`src/rtl/input_conditioner.sv`:
```
// -----------------------------------------------------------------------------
// input_conditioner
//
// Multi-channel front end for push-buttons, touch buttons and DIP switches.
// Each channel is synchronised into the clk domain, polarity-corrected,
// debounced, and turned into a clean level plus one-cycle rise/fall pulses.
// Channels selected by REPEAT_EN_MASK also generate auto-repeat pulses while
// held, merged with rise onto press (menu / key-repeat use).
//
// Ports:
//   clk      in   game clock (33 MHz)
//   reset_n  in   asynchronous reset, active-low
//   raw_in   in   [CHANNELS] raw asynchronous pin levels
//   enable   in   global pulse enable (level is never gated)
//   level    out  [CHANNELS] debounced, polarity-corrected state (1 = pressed)
//   rise     out  [CHANNELS] one-cycle pulse on debounced press
//   fall     out  [CHANNELS] one-cycle pulse on debounced release
//   press    out  [CHANNELS] rise OR auto-repeat pulse
//
// All outputs come straight from flops. Per-channel auto-repeat state lives
// in g_ch[i].g_rep.state (IDLE / DELAY / REPEAT) for observation.
// -----------------------------------------------------------------------------
module input_conditioner #(
    parameter int                  CHANNELS        = 4,
    parameter int                  SYNC_STAGES     = 2,
    parameter int                  DEBOUNCE_CYCLES = 330000,
    parameter logic [CHANNELS-1:0] ACTIVE_LOW_MASK = '0,
    parameter logic [CHANNELS-1:0] REPEAT_EN_MASK  = '0,
    parameter int                  REPEAT_DELAY    = 16500000,
    parameter int                  REPEAT_PERIOD   = 3300000
) (
    input  logic                clk,
    input  logic                reset_n,
    input  logic [CHANNELS-1:0] raw_in,
    input  logic                enable,
    output logic [CHANNELS-1:0] level,
    output logic [CHANNELS-1:0] rise,
    output logic [CHANNELS-1:0] fall,
    output logic [CHANNELS-1:0] press
);

    localparam int DB_W   = $clog2(DEBOUNCE_CYCLES + 1);
    localparam int RP_MAX = (REPEAT_DELAY > REPEAT_PERIOD) ? REPEAT_DELAY : REPEAT_PERIOD;
    localparam int RP_W   = $clog2(RP_MAX + 1);

    localparam logic [DB_W-1:0] DB_LAST  = DB_W'(DEBOUNCE_CYCLES - 1);
    localparam logic [RP_W-1:0] DLY_LAST = RP_W'(REPEAT_DELAY - 1);
    localparam logic [RP_W-1:0] PER_LAST = RP_W'(REPEAT_PERIOD - 1);

    typedef enum logic [1:0] {
        ST_IDLE   = 2'd0,
        ST_DELAY  = 2'd1,
        ST_REPEAT = 2'd2
    } rep_state_t;

    for (genvar i = 0; i < CHANNELS; i++) begin : g_ch
        logic [SYNC_STAGES-1:0] sync_q;
        logic [DB_W-1:0]        db_cnt;
        logic                   lvl_q;
        logic                   rise_q;
        logic                   fall_q;
        logic                   press_q;
        logic                   c;
        logic                   differ;
        logic                   db_done;
        logic                   go_high;
        logic                   go_low;
        logic                   rep_fire;

        // Synchroniser resets to the idle pin level, so the corrected value
        // starts at 0 and reset never looks like a press.
        always_ff @(posedge clk or negedge reset_n) begin
            if (!reset_n) begin
                sync_q <= {SYNC_STAGES{ACTIVE_LOW_MASK[i]}};
            end else begin
                sync_q <= {sync_q[SYNC_STAGES-2:0], raw_in[i]};
            end
        end

        assign c       = sync_q[SYNC_STAGES-1] ^ ACTIVE_LOW_MASK[i];
        assign differ  = c ^ lvl_q;
        // Toggle on the edge where the input has disagreed with level for
        // DEBOUNCE_CYCLES consecutive samples (counter is at its last value).
        assign db_done = differ && (db_cnt == DB_LAST);
        assign go_high = db_done && !lvl_q;
        assign go_low  = db_done && lvl_q;

        always_ff @(posedge clk or negedge reset_n) begin
            if (!reset_n) begin
                db_cnt  <= '0;
                lvl_q   <= 1'b0;
                rise_q  <= 1'b0;
                fall_q  <= 1'b0;
                press_q <= 1'b0;
            end else begin
                if (!differ || db_done) begin
                    db_cnt <= '0;
                end else begin
                    db_cnt <= db_cnt + DB_W'(1);
                end
                if (db_done) begin
                    lvl_q <= ~lvl_q;
                end
                rise_q  <= enable && go_high;
                fall_q  <= enable && go_low;
                press_q <= (enable && go_high) || rep_fire;
            end
        end

        if (REPEAT_EN_MASK[i]) begin : g_rep
            rep_state_t      state;
            logic [RP_W-1:0] rep_cnt;
            logic            due;

            assign due = ((state == ST_DELAY)  && (rep_cnt == DLY_LAST)) ||
                         ((state == ST_REPEAT) && (rep_cnt == PER_LAST));
            // A release on the same edge as a due repeat wins: no repeat pulse.
            assign rep_fire = enable && !go_low && due;

            always_ff @(posedge clk or negedge reset_n) begin
                if (!reset_n) begin
                    state   <= ST_IDLE;
                    rep_cnt <= '0;
                end else if (!enable || go_low) begin
                    state   <= ST_IDLE;
                    rep_cnt <= '0;
                end else begin
                    case (state)
                        ST_IDLE: begin
                            rep_cnt <= '0;
                            if (go_high) begin
                                state <= ST_DELAY;
                            end
                        end
                        ST_DELAY: begin
                            if (rep_cnt == DLY_LAST) begin
                                state   <= ST_REPEAT;
                                rep_cnt <= '0;
                            end else begin
                                rep_cnt <= rep_cnt + RP_W'(1);
                            end
                        end
                        ST_REPEAT: begin
                            if (rep_cnt == PER_LAST) begin
                                rep_cnt <= '0;
                            end else begin
                                rep_cnt <= rep_cnt + RP_W'(1);
                            end
                        end
                        default: begin
                            state   <= ST_IDLE;
                            rep_cnt <= '0;
                        end
                    endcase
                end
            end
        end else begin : g_norep
            assign rep_fire = 1'b0;
        end

        assign level[i] = lvl_q;
        assign rise[i]  = rise_q;
        assign fall[i]  = fall_q;
        assign press[i] = press_q;
    end

endmodule

```
`config.mk`:
```
export PLATFORM = sky130hd
export DESIGN_NAME = input_conditioner
export DESIGN_NICKNAME = d
export VERILOG_FILES = /design/src/rtl/input_conditioner.sv
export SDC_FILE = /design/constraint.sdc
export NUM_CORES = 1
export LEC_CHECK = 0
export CAP_MARGIN = 20
export CELL_PAD_IN_SITES_DETAIL_PLACEMENT = 1
export CELL_PAD_IN_SITES_GLOBAL_PLACEMENT = 2
export CORE_AREA = 2 2 108 110
export DETAILED_ROUTE_END_ITERATION = 10
export DIE_AREA = 0 0 110 112
export GPL_ROUTABILITY_DRIVEN = 0
export PLACE_DENSITY = 0.93
export SLEW_MARGIN = 20
export SYNTH_ARGS = -nofsm -noshare
export SYNTH_HDL_FRONTEND = slang
export SYNTH_SLANG_ARGS = --single-unit
```
`constraint.sdc`:
```
create_clock -name clk -period 4.9 [get_ports clk]
set_input_delay 1.225 -clock clk [delete_from_list [all_inputs] [get_ports clk]]
set_output_delay 1.225 -clock clk [all_outputs]
set_load 0.01 [all_outputs]
```
**Word level (Yosys, flattened, before mapping)**

Index checks and enable logic that the tools add are counted.

- Bits in registers: 96
- Output and inout port bits: 16
- Input port bits: 7

- Equal/unequal tests: 4
- Add/subtract/negate cells: 4
- Reductions and logical operators: 32
- Bitwise logic cells: 8
- Mux-type cells: 4

Operators with widths:

| cell | number |
|---|---|
| $add 19x1->19 const B | 4 |
| $eq 19x19->1 const B | 4 |
| $mux 19 | 4 |
| $logic_and 1x1->1 | 20 |
| $logic_not 1->1 | 8 |
| $logic_or 1x1->1 | 4 |
| $not 1->1 | 4 |
| $xor 1x1->1 | 4 |

**Depth between registers and ports, before layout**

- Depth in word-level cells: 4
- Gate-level depth with buffers: 6
- Depth with buffers taken out: 5

**Worst setup path before layout**

OpenSTA, ideal clock, no wires.

- Kind: flip-flop to flip-flop
- From: register g_ch[0].db_cnt[5]
- To: register g_ch[0].db_cnt[11]
- Cell stages (with the launch flop): 5
- Data required time: 4.781 ns
- Setup time: 0.119 ns
- Arrival: 1.681 ns
- Path buffers: 1
- Slack: 3.100 ns
- Cells stage by stage: dfrtp_1 > or4b_4 > o41ai_4 > buf_6 > nor2_1

- Cells in the longest elaborated chain, start to end: 4
- Elaborated cells between the ends (all ways): 5

RTL lines:

| item | line | RTL |
|---|---|---|
| start, declared | 58 | `logic [DB_W-1:0] db_cnt;` |
| start signal, assigned | 99 | `db_cnt <= db_cnt + DB_W'(1);` |
| branches (longest 3 deep; another with $add 19x1->19) | - |  |
| $mux 19 * | 96 | `if (!differ \|\| db_done) begin` |

Mark *: on every way between the ends.
A chain may end at the register's enable or synchronous reset.

**Final worst setup path**

- From: register g_ch[2].lvl_q
- To: output port level[2]

RTL lines:

| item | line | RTL |
|---|---|---|
| start, declared | 59 | `logic lvl_q;` |
| start signal, assigned | 102 | `lvl_q <= ~lvl_q;` |
| end, declared | 36 | `output logic [CHANNELS-1:0] level,` |

No word-level cell between the ends.

==> key figures <==
Clock tree
  – H-tree depth: 3
  – Root buffer cell: clkbuf_16
  – Clock Tree Buf Depth: 2
  – CTS tree: built
  – Hold Buf Count CTS: 0
  – TritonCTS buffer count: 9
  – Clock sinks: 96
  – Clock latency at the later pin of the worst-skew pair: roughly 340 ps
  – Post_cts resized: 0
  – Post-CTS Setup Bufs: 0
  – Clock slew at reported path FFs: 70 ps

Route
  – Routed WL: 9.65 mm
  – Wirelength per Cell: ~16 um
  – Initial DRC count: 103
  – DR vias/cell: 5.49
  – DR DRC count: 0
  – Antenna-violating nets left: 0
  – Via Count: between 3,000 and 4,000
  – First-pass DRT Iterations: 4

Placement
  – Post-Place Cell Area: a little under 5000 um^2
  – Port Buffer Count: 22
  – HPWL Detailed: 6.60 mm

Cells and area
  – Commonest non-fill, non-tap cell in the layout: dfrtp_1
  – Final net count: 471
  – Commonest non-fill, non-tap cells in the layout: dfrtp_1, nor2_1, xnor2_1
  – Final core occ: 46.4%
  – # fillers: approximately 1,200
  – Area growth from synthesis to layout: 11.2%
  – Reg area: between 2000 and 2500 um^2
  – Layout cells sized above 1: 8.39%
  – Fin area: between 5000 and 6000 um^2
  – Inserted Diodes: 0
  – Multi-input logic area: 2040 um^2

Critical path
  – CP delay by family, top: buffers and inverters
  – FF-to-FF setup slack: 2620 ps
  – Crit path max fanout: 5
  – CP Cell Sequence: clkdlybuf4s50_1
  – Critical Path RT: 3670 ps
  – Worst EP arrival: 1360 ps
  – CP endpoint kind: output pin
  – Startpoint types: flop
  – Critical path type: flop to output pin
  – Slowest cell delay on critical path: 590 ps
  – WP buf/inv: 1
  – Critical path's slowest cell: clkdlybuf4s50_1

Floorplan
  – Chip Height: 112 um
  – Core box area: 11,200 um^2
  – Die Span X: 110 um
  – Starting density of the core: a little over two fifths
  – Row count: 39
  – Die ar.: 12,300 um^2
  – Boundary pin count: 23

Power and ir drop
  – Leakage: 2.08 nW
  – Pwr/cell area: between 200 and 300 nW/um^2
  – Power Total: 1.52 mW
  – Peak supply drop: 0.141 mV

Logic synthesis
  – Synth Register Bits: 96
  – Syn Area/Cell: 10.4 um^2
  – Sequential-to-total area share from yosys stat: 51.5%
  – Yosys warning count: 0
  – Synth Instances: between 400 and 500
  – Syn_nets: 458
  – Synth top area cells: dfrtp_1, xnor2_1, nor2_1
  – Yosys cell types: 37
  – Area share of the largest cell type after synthesis: 51.5%
  – Synth area leader: dfrtp_1
  – Synthesized cell area: around 4700 um^2

STA
  – Final setup vio count: 0
  – Final Hold Viols: 0
  – Slew Limit Fails: 0
  – Setup TNS: 0 ps
  – Hold WS: between 300 and 400 ps
  – Slew HR: 29.0%
  – Slew @ Worst Pin: 1060 ps
  – Setup repair after global routing missed its margin: no
  – Period utilization: 52.7%
  – Fmax achieved: 388 MHz
  – Min cycle time layout: 2580 ps
  – Clock Skew: 8.31 ps

GRT
  – Initial antenna violation count: 0
  – GRT overflow: 0
  – Largest net degree at the start of global routing: 75
  – GRT Overall Usage: roughly 18%
  – Global-route wire length before repair: 17.2 mm
  – Vias in the first global route: between 3,000 and 4,000

Min path
  – HP Class: flop to flop

Status
  – Run status: completed

Flow run
  – Max Cap Viol: 0
routing by layer:
layer  global-route usage, %  share of wire, %  vias to the layer above  wire [um]
li1                        -                 -                     1599          -
met1                    22.9                45                     1672       4350
met2                    28.4                50                       46       4800
met3                    3.81               3.3                       18        317
met4                    6.41               1.9                        0        181
met5                       0                 0                        -          0
cell type report:
| cell class | count | area share [%] |
|---|---|---|
| sequential | 96 | 46.4 |
| multi-input combinational | 314 | 39.4 |
| timing repair buffer | 24 | 4.49 |
| clock buffer | 9 | 4.35 |
| tap | 143 | 3.45 |
| inverter | 15 | 1.09 |
| clock inverter | 7 | 0.917 |
cell usage after synthesis:
cell type	count
inv_2	1
and4_1	6
or4_4	2
clkbuf_1	1
nand3_2	3
or4b_4	1
and3_1	2
or3_1	9
o31ai_2	1
mux2_2	4
xor2_1	21
or4_2	1
dfrtp_1	96
nor2_1	78
and4b_1	8
nor3_1	12
o31ai_1	4
a31o_2	1
nand3_1	23
mux2i_1	1
nor4_1	19
inv_1	14
nand4_2	2
nand4_1	19
o41ai_4	3
nand3b_1	1
buf_4	17
or2_2	1
or4_1	6
buf_6	2
nand2_1	20
buf_2	2
nor4b_1	5
a21oi_1	11
xnor2_1	39
o21ai_0	7
ha_1	4
kinds of logic (layout without fill, tap and decap cells):
kind of cell / Yosys count / after routing / share of synthesized area (%)
simple gates: 218 / 218 / 25.4
xor+xnor: 60 / 60 / 11.3
fa+ha+maj: 4 / 4 / 1.07
compound gates: 27 / 27 / 4.80
flops: 96 / 96 / 51.5
buf+inv: 37 / 55 / 4.72
mux: 5 / 5 / 1.18
through the flow:
step,std cells,setup WS [ps]
after floorplan,447,3100
after global placement,592,2590
after detailed placement,592,2530
after CTS,608,2310
after global routing,608,2260
final,608,2320
registers in the layout, summed over array words and instances (netlist names):
signal	count
g_ch.db_cnt	76
g_ch.fall_q	4
g_ch.lvl_q	4
g_ch.press_q	3
g_ch.rise_q	1
g_ch.sync_q	8
report_power, final:
part           leakage (nW)  internal, mW  switching [mW]
Clock                 0.132         0.344           0.311
Sequential             1.31         0.803          0.0119
Combinational         0.636        0.0162          0.0354
Total                  2.08          1.16           0.358
worst paths after layout:
check | depth (start not counted) | startpoint | endpoint
hold reg to reg | 0 | g_ch[3].sync_q[0] | g_ch[3].sync_q[1]
max in group asynchronous | 2 | reset_n | g_ch[0].fall_q
setup / recovery | 1 | g_ch[2].lvl_q | level[2]
setup reg to reg | 4 | g_ch[0].db_cnt[13] | g_ch[0].db_cnt[4]
min in group asynchronous | 1 | reset_n | g_ch[1].db_cnt[14]
hold / removal | 0 | g_ch[3].sync_q[0] | g_ch[3].sync_q[1]
Power figures use the tool's default switching activity.
